<file path="src/rtl/fib_seq_ctrl.sv">
// fib_seq_ctrl: start/busy/done sequencer for the regfile/ALU/input-buffer datapath.
// Loads two seeds into R0/R1 through the immediate path. It then issues COUNT
// chained ALU ops R[k] = R[k-1] op R[k-2] for k = 2..COUNT+1, with hold/stall.
//
// state | meaning
// ------+--------------------------------------------------------------
// IDLE  | waiting for start, all outputs 0, ALUOp = NOP
// LOAD0 | write latched seed0 into R0 via immediate buffer path
// LOAD1 | write latched seed1 into R1 via immediate buffer path
// RUN   | ALU step k = step_q: R[k] = R[k-1] op R[k-2] via ALU path
// DONE  | single-cycle done pulse, then back to IDLE
module fib_seq_ctrl #(
  parameter int DATA_W    = 16,
  parameter int RADDR_W   = 4,
  parameter int MAX_STEPS = 14
) (
  input  logic               clk,
  input  logic               reset,
  input  logic               start,
  input  logic [DATA_W-1:0]  seed0,
  input  logic [DATA_W-1:0]  seed1,
  input  logic [3:0]         count,
  input  logic [7:0]         op_sel,
  input  logic               hold,
  output logic               busy,
  output logic               done,
  output logic [DATA_W-1:0]  initialR,
  output logic [RADDR_W-1:0] regWrite,
  output logic [RADDR_W-1:0] regRead1,
  output logic [RADDR_W-1:0] regRead2,
  output logic [7:0]         ALUOp,
  output logic [3:0]         buffCtrl,
  output logic               regWriteEn
);

  localparam logic [7:0] ALU_NOP = 8'h00;
  localparam logic [3:0] BUF_OFF = 4'b0000;
  localparam logic [3:0] BUF_IMM = 4'b0001;
  localparam logic [3:0] BUF_ALU = 4'b1110;
  localparam logic [3:0] MAX_CNT = 4'(MAX_STEPS);

  typedef enum logic [2:0] {
    ST_IDLE  = 3'd0,
    ST_LOAD0 = 3'd1,
    ST_LOAD1 = 3'd2,
    ST_RUN   = 3'd3,
    ST_DONE  = 3'd4
  } state_t;

  state_t               state_q, state_d;
  logic [RADDR_W-1:0]   step_q, step_d;
  logic [DATA_W-1:0]    seed0_q, seed0_d;
  logic [DATA_W-1:0]    seed1_q, seed1_d;
  logic [3:0]           cnt_q, cnt_d;
  logic [7:0]           op_q, op_d;

  logic                 busy_q, busy_d;
  logic                 done_q, done_d;
  logic [DATA_W-1:0]    initialR_q, initialR_d;
  logic [RADDR_W-1:0]   regWrite_q, regWrite_d;
  logic [RADDR_W-1:0]   regRead1_q, regRead1_d;
  logic [RADDR_W-1:0]   regRead2_q, regRead2_d;
  logic [7:0]           ALUOp_q, ALUOp_d;
  logic [3:0]           buffCtrl_q, buffCtrl_d;
  logic                 regWriteEn_q, regWriteEn_d;

  logic [3:0]           count_clamped;
  logic [RADDR_W-1:0]   last_step;
  logic                 in_busy_state;
  logic                 stall;
  logic                 advance;

  // The clamp keeps the last destination at R15 so the step counter can never
  // wrap back onto the seed registers.
  assign count_clamped = (count > MAX_CNT) ? MAX_CNT : count;
  assign last_step     = RADDR_W'(cnt_q) + RADDR_W'(1);

  assign in_busy_state = (state_q == ST_LOAD0) || (state_q == ST_LOAD1) ||
                         (state_q == ST_RUN);
  assign stall         = in_busy_state && hold;
  // A step presented with regWriteEn low was frozen by hold and has not been
  // written yet, so it is re-issued before the sequence moves on.
  assign advance       = in_busy_state && !hold && regWriteEn_q;

  // Next state, step counter and latched sequence parameters.
  always_comb begin
    state_d = state_q;
    step_d  = step_q;
    seed0_d = seed0_q;
    seed1_d = seed1_q;
    cnt_d   = cnt_q;
    op_d    = op_q;
    case (state_q)
      ST_IDLE: begin
        if (start) begin
          seed0_d = seed0;
          seed1_d = seed1;
          cnt_d   = count_clamped;
          op_d    = op_sel;
          state_d = ST_LOAD0;
          step_d  = '0;
        end
      end
      ST_LOAD0: begin
        if (advance) begin
          state_d = ST_LOAD1;
          step_d  = RADDR_W'(1);
        end
      end
      ST_LOAD1: begin
        if (advance) begin
          if (cnt_q != 4'd0) begin
            state_d = ST_RUN;
            step_d  = RADDR_W'(2);
          end else begin
            state_d = ST_DONE;
            step_d  = '0;
          end
        end
      end
      ST_RUN: begin
        if (advance) begin
          if (step_q == last_step) begin
            state_d = ST_DONE;
            step_d  = '0;
          end else begin
            step_d  = step_q + RADDR_W'(1);
          end
        end
      end
      ST_DONE: begin
        state_d = ST_IDLE;
        step_d  = '0;
      end
      default: begin
        state_d = ST_IDLE;
        step_d  = '0;
      end
    endcase
  end

  // Output decode for the state being entered, so outputs change on the entry edge.
  always_comb begin
    busy_d       = 1'b0;
    done_d       = 1'b0;
    initialR_d   = '0;
    regWrite_d   = '0;
    regRead1_d   = '0;
    regRead2_d   = '0;
    ALUOp_d      = ALU_NOP;
    buffCtrl_d   = BUF_OFF;
    regWriteEn_d = 1'b0;
    case (state_d)
      ST_LOAD0: begin
        busy_d       = 1'b1;
        initialR_d   = seed0_d;
        buffCtrl_d   = BUF_IMM;
        regWriteEn_d = !stall;
      end
      ST_LOAD1: begin
        busy_d       = 1'b1;
        initialR_d   = seed1_d;
        regWrite_d   = RADDR_W'(1);
        buffCtrl_d   = BUF_IMM;
        regWriteEn_d = !stall;
      end
      ST_RUN: begin
        busy_d       = 1'b1;
        regWrite_d   = step_d;
        regRead1_d   = step_d - RADDR_W'(1);
        regRead2_d   = step_d - RADDR_W'(2);
        ALUOp_d      = op_d;
        buffCtrl_d   = BUF_ALU;
        regWriteEn_d = !stall;
      end
      ST_DONE: begin
        done_d       = 1'b1;
      end
      default: begin
        busy_d       = 1'b0;
      end
    endcase
  end

  // State, parameters and registered outputs; reset aborts any sequence at once.
  always_ff @(posedge clk or negedge reset) begin
    if (!reset) begin
      state_q      <= ST_IDLE;
      step_q       <= '0;
      seed0_q      <= '0;
      seed1_q      <= '0;
      cnt_q        <= '0;
      op_q         <= ALU_NOP;
      busy_q       <= 1'b0;
      done_q       <= 1'b0;
      initialR_q   <= '0;
      regWrite_q   <= '0;
      regRead1_q   <= '0;
      regRead2_q   <= '0;
      ALUOp_q      <= ALU_NOP;
      buffCtrl_q   <= BUF_OFF;
      regWriteEn_q <= 1'b0;
    end else begin
      state_q      <= state_d;
      step_q       <= step_d;
      seed0_q      <= seed0_d;
      seed1_q      <= seed1_d;
      cnt_q        <= cnt_d;
      op_q         <= op_d;
      busy_q       <= busy_d;
      done_q       <= done_d;
      initialR_q   <= initialR_d;
      regWrite_q   <= regWrite_d;
      regRead1_q   <= regRead1_d;
      regRead2_q   <= regRead2_d;
      ALUOp_q      <= ALUOp_d;
      buffCtrl_q   <= buffCtrl_d;
      regWriteEn_q <= regWriteEn_d;
    end
  end

  assign busy       = busy_q;
  assign done       = done_q;
  assign initialR   = initialR_q;
  assign regWrite   = regWrite_q;
  assign regRead1   = regRead1_q;
  assign regRead2   = regRead2_q;
  assign ALUOp      = ALUOp_q;
  assign buffCtrl   = buffCtrl_q;
  assign regWriteEn = regWriteEn_q;

endmodule

</file>
<file path="config.mk">
export PLATFORM = sky130hd
export DESIGN_NAME = fib_seq_ctrl
export DESIGN_NICKNAME = d
export VERILOG_FILES = /design/src/rtl/fib_seq_ctrl.sv
export SDC_FILE = /design/constraint.sdc
export NUM_CORES = 1
export LEC_CHECK = 0
export ABC_CLOCK_PERIOD_IN_PS = 2710
export BUFFER_PORTS_ARGS = -buffer_cell sky130_fd_sc_hd__clkbuf_2
export CAP_MARGIN = 20
export CORE_UTILIZATION = 53
export CTS_BUF_LIST = sky130_fd_sc_hd__clkbuf_16
export DETAILED_ROUTE_END_ITERATION = 6
export PLACE_DENSITY = 0.87
export SYNTH_ARGS = -nofsm -noshare
export SYNTH_HDL_FRONTEND = slang
export SYNTH_SLANG_ARGS = --single-unit
</file>
<file path="constraint.sdc">
create_clock -name clk -period 2.71 [get_ports clk]
set_input_delay 0.542 -clock clk [delete_from_list [all_inputs] [get_ports clk]]
set_output_delay 0.542 -clock clk [all_outputs]
set_load 0.1 [all_outputs]
</file>
# Yosys cells after proc, flatten, opt, wreduce, memory -nomap -nowiden
# Index checks and enable logic that the tools add are counted.
[classes]
addsub = 4
magnitude_cmp = 1
eq_ne = 8
muxes = 30
n_reduce_logical = 12
[op_table]
columns = ["op", "n"]
rows = [
  ["$mux W16", 4],
  ["$mux W4", 8],
  ["$pmux W16 S2", 1],
  ["$mux W8", 3],
  ["$mux W3", 6],
  ["$pmux W4 S2", 2],
  ["$pmux W4 S4", 1],
  ["$eq A3 B2 Y1 const B", 4],
  ["$pmux W3 S4", 1],
  ["$add A4 B1 Y4 const B", 2],
  ["$eq A3 B1 Y1 const B", 2],
  ["$eq A4 B4 Y1", 1],
  ["$gt A4 B4 Y1 const B", 1],
  ["$reduce_bool A4 Y1", 1],
  ["$sub A4 B1 Y4 const B", 1],
  ["$sub A4 B2 Y4 const B", 1],
  ["$eq A3 B3 Y1 const B", 1],
  ["$logic_and A1 B1 Y1", 3],
  ["$logic_not A3 Y1", 1],
  ["$mux W1", 3],
  ["$reduce_or A3 Y1", 1],
  ["$logic_not A1 Y1", 2],
  ["$logic_or A1 B1 Y1", 2],
  ["$mux W2", 1],
  ["other kinds (2)", 2],
]
[word_totals]
register_bits = 94
inputBits = 48
out_inout_bits = 43
wordCells = 70

# Depth between registers and ports, before layout
[logic_depth]
ltp_word = 10
mapped_depth = 9
ltp_nobuf = 9

# Worst setup path before layout
# Ideal clock, no wire load.
[synth_timing]
kind = "reg2reg"
start = "register regWriteEn_q (netlist: regWriteEn)"
end = "register regRead1_q[3] (netlist: regRead1[3])"
setup_time_ps = 79
arrival_time_ps = 2572
t_required_ps = 2631
path_slack_ps = 59
path_stages_with_launch = 8
period_less_slack_ps = 2651
cell_sequence = "dfrtp_1 > and2b_1 > a21oi_1 > or3_1 > o31a_4 > ha_1 > a211oi_1 > mux2i_1"
[synth_via]
elab_chain_cells = 5
word_cells_on_any_way = 12
classes_between = "add/sub (1); eq/ne (1); mux (9); reduce/logical (1)"
[synth_rtl]
columns = ["element", "line", "source"]
rows = [
  ["start: declaration", "65", "logic regWriteEn_q, regWriteEn_d;"],
  ["start signal: assignment", "218", "regWriteEn_q <= regWriteEn_d;"],
  ["$logic_and A1 B1 Y1 *", "83", "assign advance = in_busy_state && !hold && regWriteEn_q;"],
  ["$mux W4, or another cell as far along", "122", "if (advance) begin"],
  ["$pmux W4 S4 / $pmux W3 S4 (equally long branches)", "93", "case (state_q)"],
  ["$sub A4 B1 Y4 / $eq A3 B2 Y1 (equally long branches)", "170, 153", ""],
  ["$mux W4 *", "153", "case (state_d)"],
  ["named net regRead1_d[3]", "61", "logic [RADDR_W-1:0] regRead1_q, regRead1_d;"],
  ["end signal: assignment", "214", "regRead1_q <= regRead1_d;"],
  ["end: declaration", "61", ""],
]
# Mark *: on every way through the listed nets, which the timed path passes. The rest lies on a longest branch.
# A chain may end at the register's enable or synchronous reset.

# Final worst setup path
[layout_timing]
start = "register cnt_q[0]"
end = "register regRead1_q[3] (netlist: regRead1[3])"
[layout_via]
elab_chain_cells = 7
word_cells_on_any_way = 16
classes_between = "add/sub (2); eq/ne (2); mux (11); reduce/logical (1)"
[layout_rtl]
columns = ["element", "line", "source"]
rows = [
  ["start: declaration", "54", "logic [3:0] cnt_q, cnt_d;"],
  ["start signal: assignment", "208", "cnt_q <= cnt_d;"],
  ["$add A4 B1 Y4", "76", "assign last_step = RADDR_W'(cnt_q) + RADDR_W'(1);"],
  ["$eq A4 B4 Y1", "123", "if (step_q == last_step) begin"],
  ["$mux W4 / $mux W3 (equally long branches)", "123", ""],
  ["$mux W4 / $mux W3 (equally long branches)", "122", ""],
  ["$pmux W4 S4 / $pmux W3 S4 (equally long branches)", "93", ""],
  ["$sub A4 B1 Y4 / $eq A3 B2 Y1 (equally long branches)", "170, 153", ""],
  ["$mux W4 *", "153", ""],
  ["named net regRead1_d[3]", "61", ""],
]
# Marks and branches as above.

==> run_results.csv <==
group,metric,value,unit
sta,slew-limit-headroom,60.9,%
synthesis,yosys_warnings,0,
synthesis,synth_nets,373,
sta,fin_skew,0.00663,ns
setup_path,path_max_fanout,5,
synthesis,synthFlopType,"dfrtp_1",
sta,setup_tns,0,ns
detailed_routing,post_drt_wl_per_cell,15.9,um
setup_path,startpoint,"cnt_q[0]",
synthesis,seq_area_frac_synth,58.6,%
synthesis,syn_area,3930,um^2
sta,period_needed,2.44,ns
cells_and_area,nets,466,
placed_design,portBuffers,90,
detailed_routing,dr.pass1.iters,7,
clock_tree,clk_pin_slew_worst_paths,0.07,ns
synthesis,synth_edf_count,0,
synthesis,yosys-top-cells-count,"dfrtp_1, mux2_2, o21ai_0",
placed_design,dpl.hpwl,5670,um
setup_path,worstSetupPathType,"reg2reg",
clock_tree,cts_resized,0,
status,status,"completed",
clock_tree,cts-root-buf,"clkbuf_16",
setup_path,cpMaxStageDelayCell,"dfrtp_1",
clock_tree,cts_tree,"built",
synthesis,synth_top_area_cell,"dfrtp_1",
cells_and_area,final_cells,518,
global_routing,grt_overflow_total,0,
detailed_routing,drt.antenna.violating_nets,0,
synthesis,yosysUniqueCellTypes,52,
global_routing,grt_max_degree,52,
global_routing,antenna_found_initial,0,
global_routing,grt_pass1_vias,2640,
setup_path,worstSetupEndpointType,"flop",
placed_design,gp_congestion,0.881,
cells_and_area,syn_to_final_growth,21.6,%
cells_and_area,postLayoutCellArea,4780,um^2
cells_and_area,antenna_cells,0,
setup_path,worstReg2RegStart,"cnt_q[0]",
synthesis,yosysMostFrequentCell,"dfrtp_1",
floorplan,core,7210,um^2
floorplan,dieWidth,88.1,um
global_routing,track_usage,22.7,%
synthesis,synthCells,321,
sta,setup_viol,0,
setup_path,worstPathArrival,2.69,ns
placed_design,placed_cells,502,
sta,finalMaxSlewViolations,0,
clock_tree,numCtsBuffers,9,
floorplan,start_util,54.4,%
synthesis,netlist.area_leader.share,58.6,%
sta,timing.fmax,410,MHz
global_routing,grt_pass1_wl,12900,um
run,max_cap_viol_count,0,
clock_tree,clockBufferDepth,2,
cells_and_area,final_util,66.2,%
detailed_routing,vias_per_cell,5.32,
clock_tree,clock_latency,0.33,ns
detailed_routing,drt_wl_total,8220,um
cells_and_area,multi_input_area,1440,um^2
detailed_routing,remaining_drc_errors,0,
setup_path,crit_required,2.96,ns
sta,rsz0062_at_grt,"no",
detailed_routing,dr.first_iter.drc_count,165,
clock_tree,cts_max_level,3,
detailed_routing,vias,2756,
placed_design,placed_area,4500,um^2
sta,worst_pin_slew,0.586,ns
setup_path,cp_num_buf_inv,0,
cells_and_area,regArea,2300,um^2
setup_path,cp-start-kind,"flop",
setup_path,cpMostUsedCell,"ha_1",
synthesis,synth_area_leaders,"dfrtp_1, mux2_2, mux2i_1",
cells_and_area,nFillCells,549,
synthesis,syn-mean-instance-area,12.2,um^2
setup_path,cp_top_family,"compound AO/OA/AOI/OAI gates",
setup_path,crit_path_cell_trace,"ha_1 > xnor3_1 > nand3_2 > nor2_4 > o31a_4 > ha_1 > a211oi_1 > mux2i_1",
floorplan,die_h,88.1,um
floorplan,num_rows,31,
synthesis,synthArstFlopShare,100,%
sta,hold_viol,0,
sta,min_period_over_period,89.9,%
clock_tree,hold_buffers,0,
synthesis,synth_seq_cells,92,
hold_path,holdCritPathClass,"in2async",
floorplan,die-area,7760,um^2
clock_tree,cts_sinks,92,
setup_path,worst_path_largest_cell_delay,0.42,ns
floorplan,io_pins,91,
clock_tree,postCtsSetupRepairBufs,0,
cells_and_area,drive_above_1_share,37.9,%
routing by layer:
layer	up-vias	routed length, um	track usage (%)
met2	103	4160	37.4
met3	13	596	6.69
met4	0	105	7.33
met5	-	0	0
li1	1280	-	-
met1	1360	3350	28.9
stage by stage:
step	hold WS, ns	worst slack, ns
finish	0.197	0.273
global route	0.236	0.153
CTS	0.207	0.247
detailed placement	0.464	0.253
global placement	0.456	0.369
floorplan	0.246	0.0589
flip-flops by register name, indices dropped and copies added, names as in the netlist:
register	cells
state_q	3
step_q	4
regRead1	4
seed1_q	16
initialR	16
regRead2	4
cnt_q	4
op_q	8
regWrite	4
buffCtrl	2
regWriteEn	1
ALUOp	8
done	1
busy	1
seed0_q	16
worst reg2reg max path, delay by kind of cell (launching register included):
kind | cells | cell delay [ns]
AND/OR/NAND/NOR | 2 | 0.26
AO/OA/AOI/OAI | 2 | 0.67
multiplexers | 1 | 0.24
XOR/XNOR | 1 | 0.35
flip-flops | 1 | 0.42
adder cells (fa/ha/maj) | 2 | 0.43
cell type report:
type | count | share of cell area [%]
Clock buffer | 9 | 4.71
Inverter | 24 | 1.94
Tap cell | 99 | 2.59
Sequential cell | 92 | 48.2
Clock inverter | 7 | 1.10
Multi-Input combinational cell | 189 | 30.2
Timing Repair Buffer | 98 | 11.3
layout by cell type, fill, tap and decap left out, types with 4 or more instances in the layout:
cell type	n
a21oi_1	10
buf_4	7
clkbuf_16	9
clkbuf_2	89
dfrtp_1	92
ha_1	4
inv_1	23
mux2_2	27
mux2i_1	18
nand2_1	12
nand3_1	24
nor2_1	12
nor2b_1	11
o21ai_0	26
path summary, 6_finish.rpt:
| kind | slack [ns] | cells after the start | endpoint |
|---|---|---|---|
| min | 0.20 | 1 | regWrite[3] |
| max | 0.27 | 8 | regRead1[3] |
| min in group clk | 0.43 | 3 | seed0_q[0] |
| max reg2reg | 0.27 | 8 | regRead1[3] |
| max in group asynchronous | 1.87 | 2 | regRead2[3] |
| min reg2reg | 0.48 | 2 | seed0_q[3] |
cells by family after synthesis:
logic type | share of synthesized area, %
DFF | 58.6
and+or+nand+nor | 12.2
AOI/OAI and AO/OA | 9.14
muxes | 12.3
buffers and inverters | 4.81
xor gates and xnor gates | 1.66
adders and majority gates | 1.27
Power is left out: the tool's default activity adds up to more than one toggle a clock period on the data nets, which glitch-free logic cannot reach.
